**config.mk**
```make
export PLATFORM = sky130hd
export DESIGN_NAME = concat_sched
export DESIGN_NICKNAME = d
export VERILOG_FILES = /design/src/rtl/concat_sched_pkg.sv /design/src/rtl/concat_sched_buf.sv /design/src/rtl/concat_sched.sv
export SDC_FILE = /design/constraint.sdc
export NUM_CORES = 1
export LEC_CHECK = 0
export ABC_AREA = 1
export ABC_CLOCK_PERIOD_IN_PS = 2600
export BUFFER_PORTS_ARGS = -buffer_cell sky130_fd_sc_hd__buf_2
export CAP_MARGIN = 15
export CORE_MARGIN = 3
export CORE_UTILIZATION = 30
export CTS_CLUSTER_DIAMETER = 60
export CTS_CLUSTER_SIZE = 30
export DETAILED_ROUTE_END_ITERATION = 8
export HOLD_SLACK_MARGIN = 0.1
export PLACE_DENSITY = 0.55
export SETUP_SLACK_MARGIN = 0.2
export SLEW_MARGIN = 20
export SYNTH_ARGS = -nofsm -noshare
export SYNTH_HDL_FRONTEND = slang
export SYNTH_SLANG_ARGS = --single-unit
```
**constraint.sdc**
```tcl
create_clock -name clk -period 2.6 [get_ports clk]
set_input_delay 0.26 -clock clk [delete_from_list [all_inputs] [get_ports clk]]
set_output_delay 0.26 -clock clk [all_outputs]
set_load 0.01 [all_outputs]
```
**src/rtl/concat_sched_pkg.sv**
```systemverilog
// Shared types and defaults for the concat_sched channel merger.
package concat_pkg;

  localparam int DEF_DATA_WIDTH = 8;
  localparam int DEF_BURST      = 16;

  typedef enum logic [1:0] {
    IDLE    = 2'd0,
    PASS_L  = 2'd1,
    DRAIN_R = 2'd2,
    SKIP    = 2'd3
  } concat_state_t;

endpackage

```
**src/rtl/concat_sched_buf.sv**
```systemverilog
// Right-channel buffer: DEPTH-deep synchronous FIFO with a registered read port.
module concat_buf
  import concat_pkg::*;
#(
  parameter int DATA_WIDTH = DEF_DATA_WIDTH,
  parameter int DEPTH      = DEF_BURST
) (
  input  logic                         i_clk,
  input  logic                         i_rst_n,
  input  logic                         i_wr_en,
  input  logic signed [DATA_WIDTH-1:0] i_wr_data,
  input  logic                         i_rd_en,
  output logic signed [DATA_WIDTH-1:0] o_rd_data
);

  localparam int AW = $clog2(DEPTH);
  localparam logic [AW-1:0] PTR_ONE = AW'(1);

  logic signed [DATA_WIDTH-1:0] r_mem [DEPTH];
  logic        [AW-1:0]         r_wr_ptr;
  logic        [AW-1:0]         r_rd_ptr;
  logic signed [DATA_WIDTH-1:0] r_rd_data;

  // Storage array write
  always_ff @(posedge i_clk) begin
    if (i_wr_en) begin
      r_mem[r_wr_ptr] <= i_wr_data;
    end
  end

  // Wrapping pointers and read register
  always_ff @(posedge i_clk or negedge i_rst_n) begin
    if (!i_rst_n) begin
      r_wr_ptr  <= '0;
      r_rd_ptr  <= '0;
      r_rd_data <= '0;
    end else begin
      if (i_wr_en) begin
        r_wr_ptr <= r_wr_ptr + PTR_ONE;
      end
      if (i_rd_en) begin
        r_rd_ptr  <= r_rd_ptr + PTR_ONE;
        r_rd_data <= r_mem[r_rd_ptr];
      end
    end
  end

  assign o_rd_data = r_rd_data;

endmodule

```
**src/rtl/concat_sched.sv**
```systemverilog
// Merges left/right bursts into one stream: left passes through, right drains behind it.
// Optional sticky violation output err_o is built when CONCAT_SCHED_ERR_EN is defined.
module concat_sched
  import concat_pkg::*;
#(
  parameter int DATA_WIDTH = DEF_DATA_WIDTH,
  parameter int BURST      = DEF_BURST
) (
  input  logic                         clk,
  input  logic                         reset_n,
  input  logic                         data_valid_i,
  input  logic signed [DATA_WIDTH-1:0] data_li,
  input  logic signed [DATA_WIDTH-1:0] data_ri,
  input  logic                         sop_i,
  input  logic                         sof_i,
  input  logic                         eop_i,
  input  logic                         eof_i,
  output logic signed [DATA_WIDTH-1:0] data_o,
  output logic                         data_valid_o,
  output logic                         sop_o,
  output logic                         eop_o,
  output logic                         sof_o,
  output logic                         eof_o,
  output logic                         busy_o
`ifdef CONCAT_SCHED_ERR_EN
  ,
  output logic                         err_o
`endif
);

  localparam int CW = $clog2(BURST) + 1;
  localparam logic [CW-1:0] C_ONE   = CW'(1);
  localparam logic [CW-1:0] C_BURST = CW'(BURST);

  concat_state_t                r_state;
  logic        [CW-1:0]         r_cnt;
  logic        [CW-1:0]         r_n;
  logic        [CW-1:0]         r_rd_cnt;
  logic                         r_viol;
  logic signed [DATA_WIDTH-1:0] r_dout_l;
  logic                         r_rd_sel;
  logic                         r_valid_o;
  logic                         r_sop_o;
  logic                         r_sof_o;
  logic                         r_eop_o;
  logic                         r_eof_o;
  logic                         r_eop_pend;
  logic                         r_eof_pend;

  logic                         w_accept;
  logic                         w_start;
  logic                         w_rd_en;
  logic                         w_final;
  logic                         w_viol;
  logic                         w_last_rd;
  logic        [CW-1:0]         w_n_eff;
  logic signed [DATA_WIDTH-1:0] w_rd_data;

  concat_buf #(
    .DATA_WIDTH (DATA_WIDTH),
    .DEPTH      (BURST)
  ) u_buf (
    .i_clk     (clk),
    .i_rst_n   (reset_n),
    .i_wr_en   (w_accept),
    .i_wr_data (data_ri),
    .i_rd_en   (w_rd_en),
    .o_rd_data (w_rd_data)
  );

  // Per-state accept/read decode; the final drain cycle doubles as an IDLE slot
  always_comb begin
    w_accept = 1'b0;
    w_start  = 1'b0;
    w_rd_en  = 1'b0;
    w_final  = 1'b0;
    w_viol   = 1'b0;
    w_n_eff  = r_n;
    case (r_state)
      IDLE: begin
        w_start  = data_valid_i;
        w_accept = data_valid_i;
      end
      PASS_L: begin
        w_accept = data_valid_i;
        w_rd_en  = ~data_valid_i;
        w_n_eff  = r_cnt;
      end
      DRAIN_R: begin
        if (r_rd_cnt != r_n) begin
          w_rd_en = 1'b1;
          w_viol  = data_valid_i;
        end else begin
          w_final  = 1'b1;
          w_start  = data_valid_i & ~r_viol;
          w_accept = data_valid_i & ~r_viol;
        end
      end
      SKIP: begin
        w_accept = 1'b0;
      end
      default: begin
        w_accept = 1'b0;
      end
    endcase
    w_last_rd = w_rd_en & ((r_rd_cnt + C_ONE) == w_n_eff);
  end

  // Sequencer FSM with registered stream outputs and marker latches
  always_ff @(posedge clk or negedge reset_n) begin
    if (!reset_n) begin
      r_state    <= IDLE;
      r_cnt      <= '0;
      r_n        <= '0;
      r_rd_cnt   <= '0;
      r_viol     <= 1'b0;
      r_dout_l   <= '0;
      r_rd_sel   <= 1'b0;
      r_valid_o  <= 1'b0;
      r_sop_o    <= 1'b0;
      r_sof_o    <= 1'b0;
      r_eop_o    <= 1'b0;
      r_eof_o    <= 1'b0;
      r_eop_pend <= 1'b0;
      r_eof_pend <= 1'b0;
    end else begin
      r_dout_l  <= w_accept ? data_li : '0;
      r_rd_sel  <= w_rd_en;
      r_valid_o <= w_accept | w_rd_en;
      r_sop_o   <= w_start & sop_i;
      r_sof_o   <= w_start & sof_i;
      r_eop_o   <= w_last_rd & r_eop_pend;
      r_eof_o   <= w_last_rd & r_eof_pend;
      if (w_accept && eop_i) begin
        r_eop_pend <= 1'b1;
      end else if (w_last_rd) begin
        r_eop_pend <= 1'b0;
      end
      if (w_accept && eof_i) begin
        r_eof_pend <= 1'b1;
      end else if (w_last_rd) begin
        r_eof_pend <= 1'b0;
      end
      case (r_state)
        IDLE: begin
          if (w_start) begin
            r_state  <= PASS_L;
            r_cnt    <= C_ONE;
            r_rd_cnt <= '0;
            r_viol   <= 1'b0;
          end
        end
        PASS_L: begin
          if (data_valid_i) begin
            r_cnt <= r_cnt + C_ONE;
            if ((r_cnt + C_ONE) == C_BURST) begin
              r_n     <= C_BURST;
              r_state <= DRAIN_R;
            end
          end else begin
            r_n      <= r_cnt;
            r_rd_cnt <= C_ONE;
            r_state  <= DRAIN_R;
          end
        end
        DRAIN_R: begin
          if (!w_final) begin
            r_rd_cnt <= r_rd_cnt + C_ONE;
            if (w_viol) begin
              r_viol <= 1'b1;
            end
          end else if (w_start) begin
            r_state  <= PASS_L;
            r_cnt    <= C_ONE;
            r_rd_cnt <= '0;
            r_viol   <= 1'b0;
          end else if (data_valid_i) begin
            r_state <= SKIP;
          end else begin
            r_state <= IDLE;
          end
        end
        SKIP: begin
          if (!data_valid_i) begin
            r_state <= IDLE;
          end
        end
        default: begin
          r_state <= IDLE;
        end
      endcase
    end
  end

`ifdef CONCAT_SCHED_ERR_EN
  logic r_err;

  // Sticky contract-violation flag, cleared only by reset
  always_ff @(posedge clk or negedge reset_n) begin
    if (!reset_n) begin
      r_err <= 1'b0;
    end else if (w_viol) begin
      r_err <= 1'b1;
    end
  end

  assign err_o = r_err;
`endif

  assign data_o       = r_rd_sel ? w_rd_data : r_dout_l;
  assign data_valid_o = r_valid_o;
  assign sop_o        = r_sop_o;
  assign sof_o        = r_sof_o;
  assign eop_o        = r_eop_o;
  assign eof_o        = r_eof_o;
  assign busy_o       = (r_state != IDLE);

endmodule

```
* After elaboration in Yosys (flattened, before gate mapping) *
Memories as Yosys holds them, arrays and structs flattened. A register that Yosys moved wholly into a read port is not among the register bits.
Cells that the tools add are included.

storage, ports and cells
  flip-flop bits (word level) = 42
  RAM bits = 128
  bits of input ports = 23
  output and inout bits = 14
  logic and storage cells = 98
  memories = 1

operators by class
  add/subtract/negate cells = 4
  eq/ne operators = 14
  muxes and demuxes = 39
  bitwise logic cells = 9
  reduce and logical (&&, ||, !) cells = 15

memory list
  name         depth  bits a word  read ports  clocked after memory_dff  write ports  RTL line                RTL
  u_buf.r_mem  16     8            1           1                         1            concat_sched_buf.sv:19  logic signed [DATA_WIDTH-1:0] r_mem [DEPTH];

operator list
  cell                   count
  $mux W5                9
  $pmux W5 S3            2
  $mux W8                2
  $mux W1                14
  $mux W2                7
  $add A5 B1 Y5 const B  2
  $ne A2 B2 Y1 const B   5
  $add A4 B1 Y4 const B  2
  $pmux W2 S4            1
  $reduce_bool A2 Y1     4
  $and A1 B1 Y1          6
  $ne A3 B3 Y1 const B   2
  $pmux W1 S2            3
  $reduce_and A2 Y1      3
  $eq A5 B5 Y1           1
  $eq A5 B5 Y1 const B   1
  $ne A5 B5 Y1           1
  $eq A2 B2 Y1 const B   2
  $reduce_and A4 Y1      1
  $pmux W1 S3            1
  $reduce_and A3 Y1      1
  $reduce_bool A3 Y1     1
  $eq A2 B1 Y1 const B   1
  $logic_and A1 B1 Y1    2
  other kinds (6)        7

* Logic depth before layout (Yosys ltp) *
  word-level depth = 7
  mapped depth = 13

* By module *
Synthesis repeated with hierarchy kept, for this count alone.

second synthesis, totals
  cell total of the unflattened synthesis = 763
  area, all modules = 7893.8 um2

by module, submodules not included
  module        instances  cells each  area an instance (um2)  seq. area each (um2)
  concat_buf    1          510         5875.6                  4244.1
  concat_sched  1          253         2018.2                  850.8

* Least setup slack after synthesis *
OpenSTA, ideal clock, no wires.

  path kind = register to register
  start = reg r_state[0]
  end = mem u_buf.r_mem[13][0] (netlist bit), enable pin
  library setup time = 0.370 ns
  data arrival time = 1.871 ns
  data required time = 2.230 ns
  setup slack = 0.358 ns
  stages on the path, launching flop included = 10
  path buffers = 1
  path through = dfrtp_1 > inv_1 > ha_1 > nand2_1 > nor2_2 > nand4_4 > nand2_2 > buf_6 > nand2_1 > nor2_1

between the ends
  word-level cells in the longest chain between the ends = 5
  elaborated cells between the ends (all ways) = 8

RTL lines
  what                                              RTL line                RTL
  from (decl)                                       concat_sched.sv:35      concat_state_t r_state;
  from (signal assigned)                            concat_sched.sv:112     r_state <= IDLE;
  from (signal assigned)                            concat_sched.sv:147     r_state <= PASS_L;
  from (signal assigned)                            concat_sched.sv:158     r_state <= DRAIN_R;
  $eq A2 B1 Y1 or $logic_not A2 Y1 (tied branches)  concat_sched.sv:79      case (r_state)
  $reduce_or A2 Y1 (no line)                        n/a
  $pmux W1 S3 (*)                                   concat_sched.sv:79
  $mux W1 (*)                                       concat_sched_buf.sv:26  if (i_wr_en) begin
  $mux W1 (not written as such) (*)                 concat_sched_buf.sv:27  r_mem[r_wr_ptr] <= i_wr_data;
  to (decl)                                         concat_sched_buf.sv:19

Mark *: on every way between the ends. The rest lies on a longest branch, timed or not.

* Worst setup path after layout *
  start = reg r_state[0]
  end = mem u_buf.r_mem[13][6] (netlist bit), enable pin

Same word-level chain as after synthesis.

==> out/metrics.cfg <==
[critical_path]
crit_fanout=8
end_kind=flop
rr_worst_depth=9
crit_top_cell=nand2_1
cp-endpoint=u_buf.r_mem[13][6]
r2r_start=r_state[0]
path_cells=inv_1 -> ha_2 -> nand2_1 -> nor2_2 -> nand4_4 -> nand2_2 -> nand2_1 -> nor2_1 -> buf_4
path_depth=9
path_class=reg2reg
path_buf_inv=2
r2r-end=u_buf.r_mem[13][6]
crit_required_ns=2.73
cpLargestDelayFamily=simple AND/OR/NAND/NOR gates
cp_slowest_stage_delay_ns=0.43
worst_path_max_delay_cell=dfrtp_1
critPathLaunchType=flop
cp-startpoint=r_state[0]
crit_arrival_ns=2.34
r2r_setup_slack_ns=0.39

[hold_path]
min_path_type=in2reg

[cts]
path_clk_slew_ns=0.07
root_buffer=clkbuf_16
cts_tree=done
cts-buffers-inserted=17
clk_path_buf_depth=2
htree_levels=4
worstSkewPairLatency_ns=0.43
cts.sinks=178

[floorplan]
coreArea_um2=25500
io_pins=37
floorplan.rows=58
die_w_um=168
design.die.area_um2=28200
initial_utilization=0.309
die_h_um=168

[finish]
drive_above_1_share=0.176
multiInputGateArea_um2=2400
nets=815
nFillCells=2494
regArea_um2=5100
finalInstanceArea_um2=9190
antenna_cells=0
area_delta_synth_final_pct=16.9

[timing]
fin_skew_ns=0.00881
hold_viol_final=0
tightestPinTransition_ns=0.672
rsz0062_at_grt=no
fmax_ghz=0.453
fin_crit_sh=0.849
fin_crit_ns=2.21
setup_viol=0
relSlewSlack=0.552
fin_tns_setup_ns=0
drv_slew=0

[power]
finalPower_mw=9.84
power.density_nw_per_um2=1070
vdd.ir_drop.worst_v=0.000481
p_leak_nw=3.62

[synth]
synth_top_family_by_area=simple AND/OR/NAND/NOR gates
yosys_register_bits=178
synthXorXnorAreaFrac=0.0131
synth-main-ff-cell=edfxtp_1
synthArstFlopShare=0.281
synthCells=720
yosysSeqAreaShare=0.648
synth_fa_ha_area_frac=0.0175
synth_nets=754
synth-edff-count=128
synth_compound_area_frac=0.0933
synth.avg_cell_area_um2=10.9
synthMuxAreaShare=0.0115
yosys.cell_types.count=37
synth-simple-area-share=0.170
syn_area_um2=7860
yosys_warnings=0

[drt]
dr.pass1.iters=5
wl_um=18100
drt_iter0_drc=409
ant_nets=0
wl_per_cell_um=16.1
dr_total_vias=5291
via_per_inst=4.71
drcViolationCount=0

[global_route]
grt_max_degree=68
track_usage=0.135
grt_pass1_vias=5377
antenna_found_initial=0
grt_overflow_total=0
grt_pass1_wl_um=29600

[placement]
place.gp.congestion=0.824
portBuffers=36
placed_area_um2=8480
hpwlAfterDp_um=12000

[outcome]
status=complete, no violations

[flow_run]
maxCapViolations=0

## kinds of logic after synthesis
group,count (synthesis)
AND/OR/NAND/NOR,299
flip-flops,178
AO/OA/AOI/OAI,132
buffers and inverters,82
adder cells (fa/ha/maj),11
XOR/XNOR,10
multiplexers,8
## registers in the layout (all words and copies together), names as in the netlist, 2 cells and up
name,count
u_buf.r_rd_ptr,4
r_dout_l,8
r_n,5
u_buf.o_rd_data,8
r_rd_cnt,5
r_state,2
u_buf.r_wr_ptr,4
r_cnt,5
u_buf.r_mem,128
## how the worst min path moves through the flow
| stage | from | endpoint | slack, ns | cells after the start |
|---|---|---|---|---|
| after detailed placement | reset_n | r_state[0] | 0.35 | 1 |
| after floorplan | reset_n | data_valid_o | -0.04 | 0 |
| final | data_valid_i | r_n[1] | 0.22 | 2 |
| after global routing | data_valid_i | r_n[1] | 0.21 | 2 |
| after CTS | data_valid_i | r_n[1] | 0.19 | 2 |
| after global placement | reset_n | r_state[0] | 0.34 | 1 |
## placed cells by master, fill, tap and decap left out, drive strengths merged, types with 6 or more instances in the layout
cell type,synthesis,routed
nor2,132,132
nand2,130,130
edfxtp,128,128
o21ai,100,100
inv,51,59
buf,16,59
dfrtp,50,50
nand3,31,31
clkbuf,14,17
o211ai,16,16
dlygate4sd3,0,13
ha,11,11
xor2,9,9
mux2,8,8
o221ai,6,6
## per-layer routing
layer / vias up / GRT usage / share of wire
li1: 2578 / - / -
met4: 0 / 0.0324 / 0.011
met1: 2595 / 0.172 / 0.44
met5: - / 0 / 0
met3: 18 / 0.0272 / 0.036
met2: 100 / 0.239 / 0.52
## layout make-up
class,count,area share
multi-input cells,460,0.261
repair buffers,72,0.0553
clock inverters,15,0.0157
inverters,52,0.0218
well taps,330,0.0449
flip-flops and latches,178,0.555
clock buffers,17,0.0463
## cell usage after synthesis, drive strengths merged, types with 6 or more instances
cell type / count / area [um2]
o221ai: 6 / 52.6
dfrtp: 50 / 1250
nand2: 130 / 543
inv: 51 / 196
o211ai: 16 / 120
nand3: 31 / 213
nor2: 132 / 522
edfxtp: 128 / 3840
buf: 16 / 114
mux2: 8 / 90.1
xor2: 9 / 86.3
o21ai: 100 / 504
clkbuf: 14 / 52.6
ha: 11 / 138
## worst register-to-register path, cell delays in order (launching register included)
cell and delay [ns]:
dfrtp_1 0.43, inv_1 0.12, ha_2 0.27, nand2_1 0.10
nor2_2 0.13, nand4_4 0.14, nand2_2 0.17, nand2_1 0.22
nor2_1 0.15, buf_4 0.19
## where the power goes
part / switching, mW / internal (mW)
clock: 1.13 / 1.34
sequential: 0.264 / 3.49
combinational: 2.45 / 1.15
total: 3.84 / 5.99
## per-stage QoR
stage	worst slack [ns]	std cells	util	hold slack, ns
2_1_floorplan	0.358	720	-	-0.0356
3_3_place_gp	0.362	1079	0.333	0.341
3_5_place_dp	0.311	1079	0.333	0.347
4_1_cts	0.291	1124	0.361	0.187
5_1_grt	0.216	1124	0.361	0.214
6_report	0.393	1124	0.361	0.216
## what timing repair did
item / CTS / global route
endpoints found under the setup margin: 0 / 104
gates resized for setup: 0 / 1
hold buffers: 13 / 0
buffers inserted: 0 / 0
endpoints found under the hold margin: 39 / 0
(Power assumes the default switching activity.)
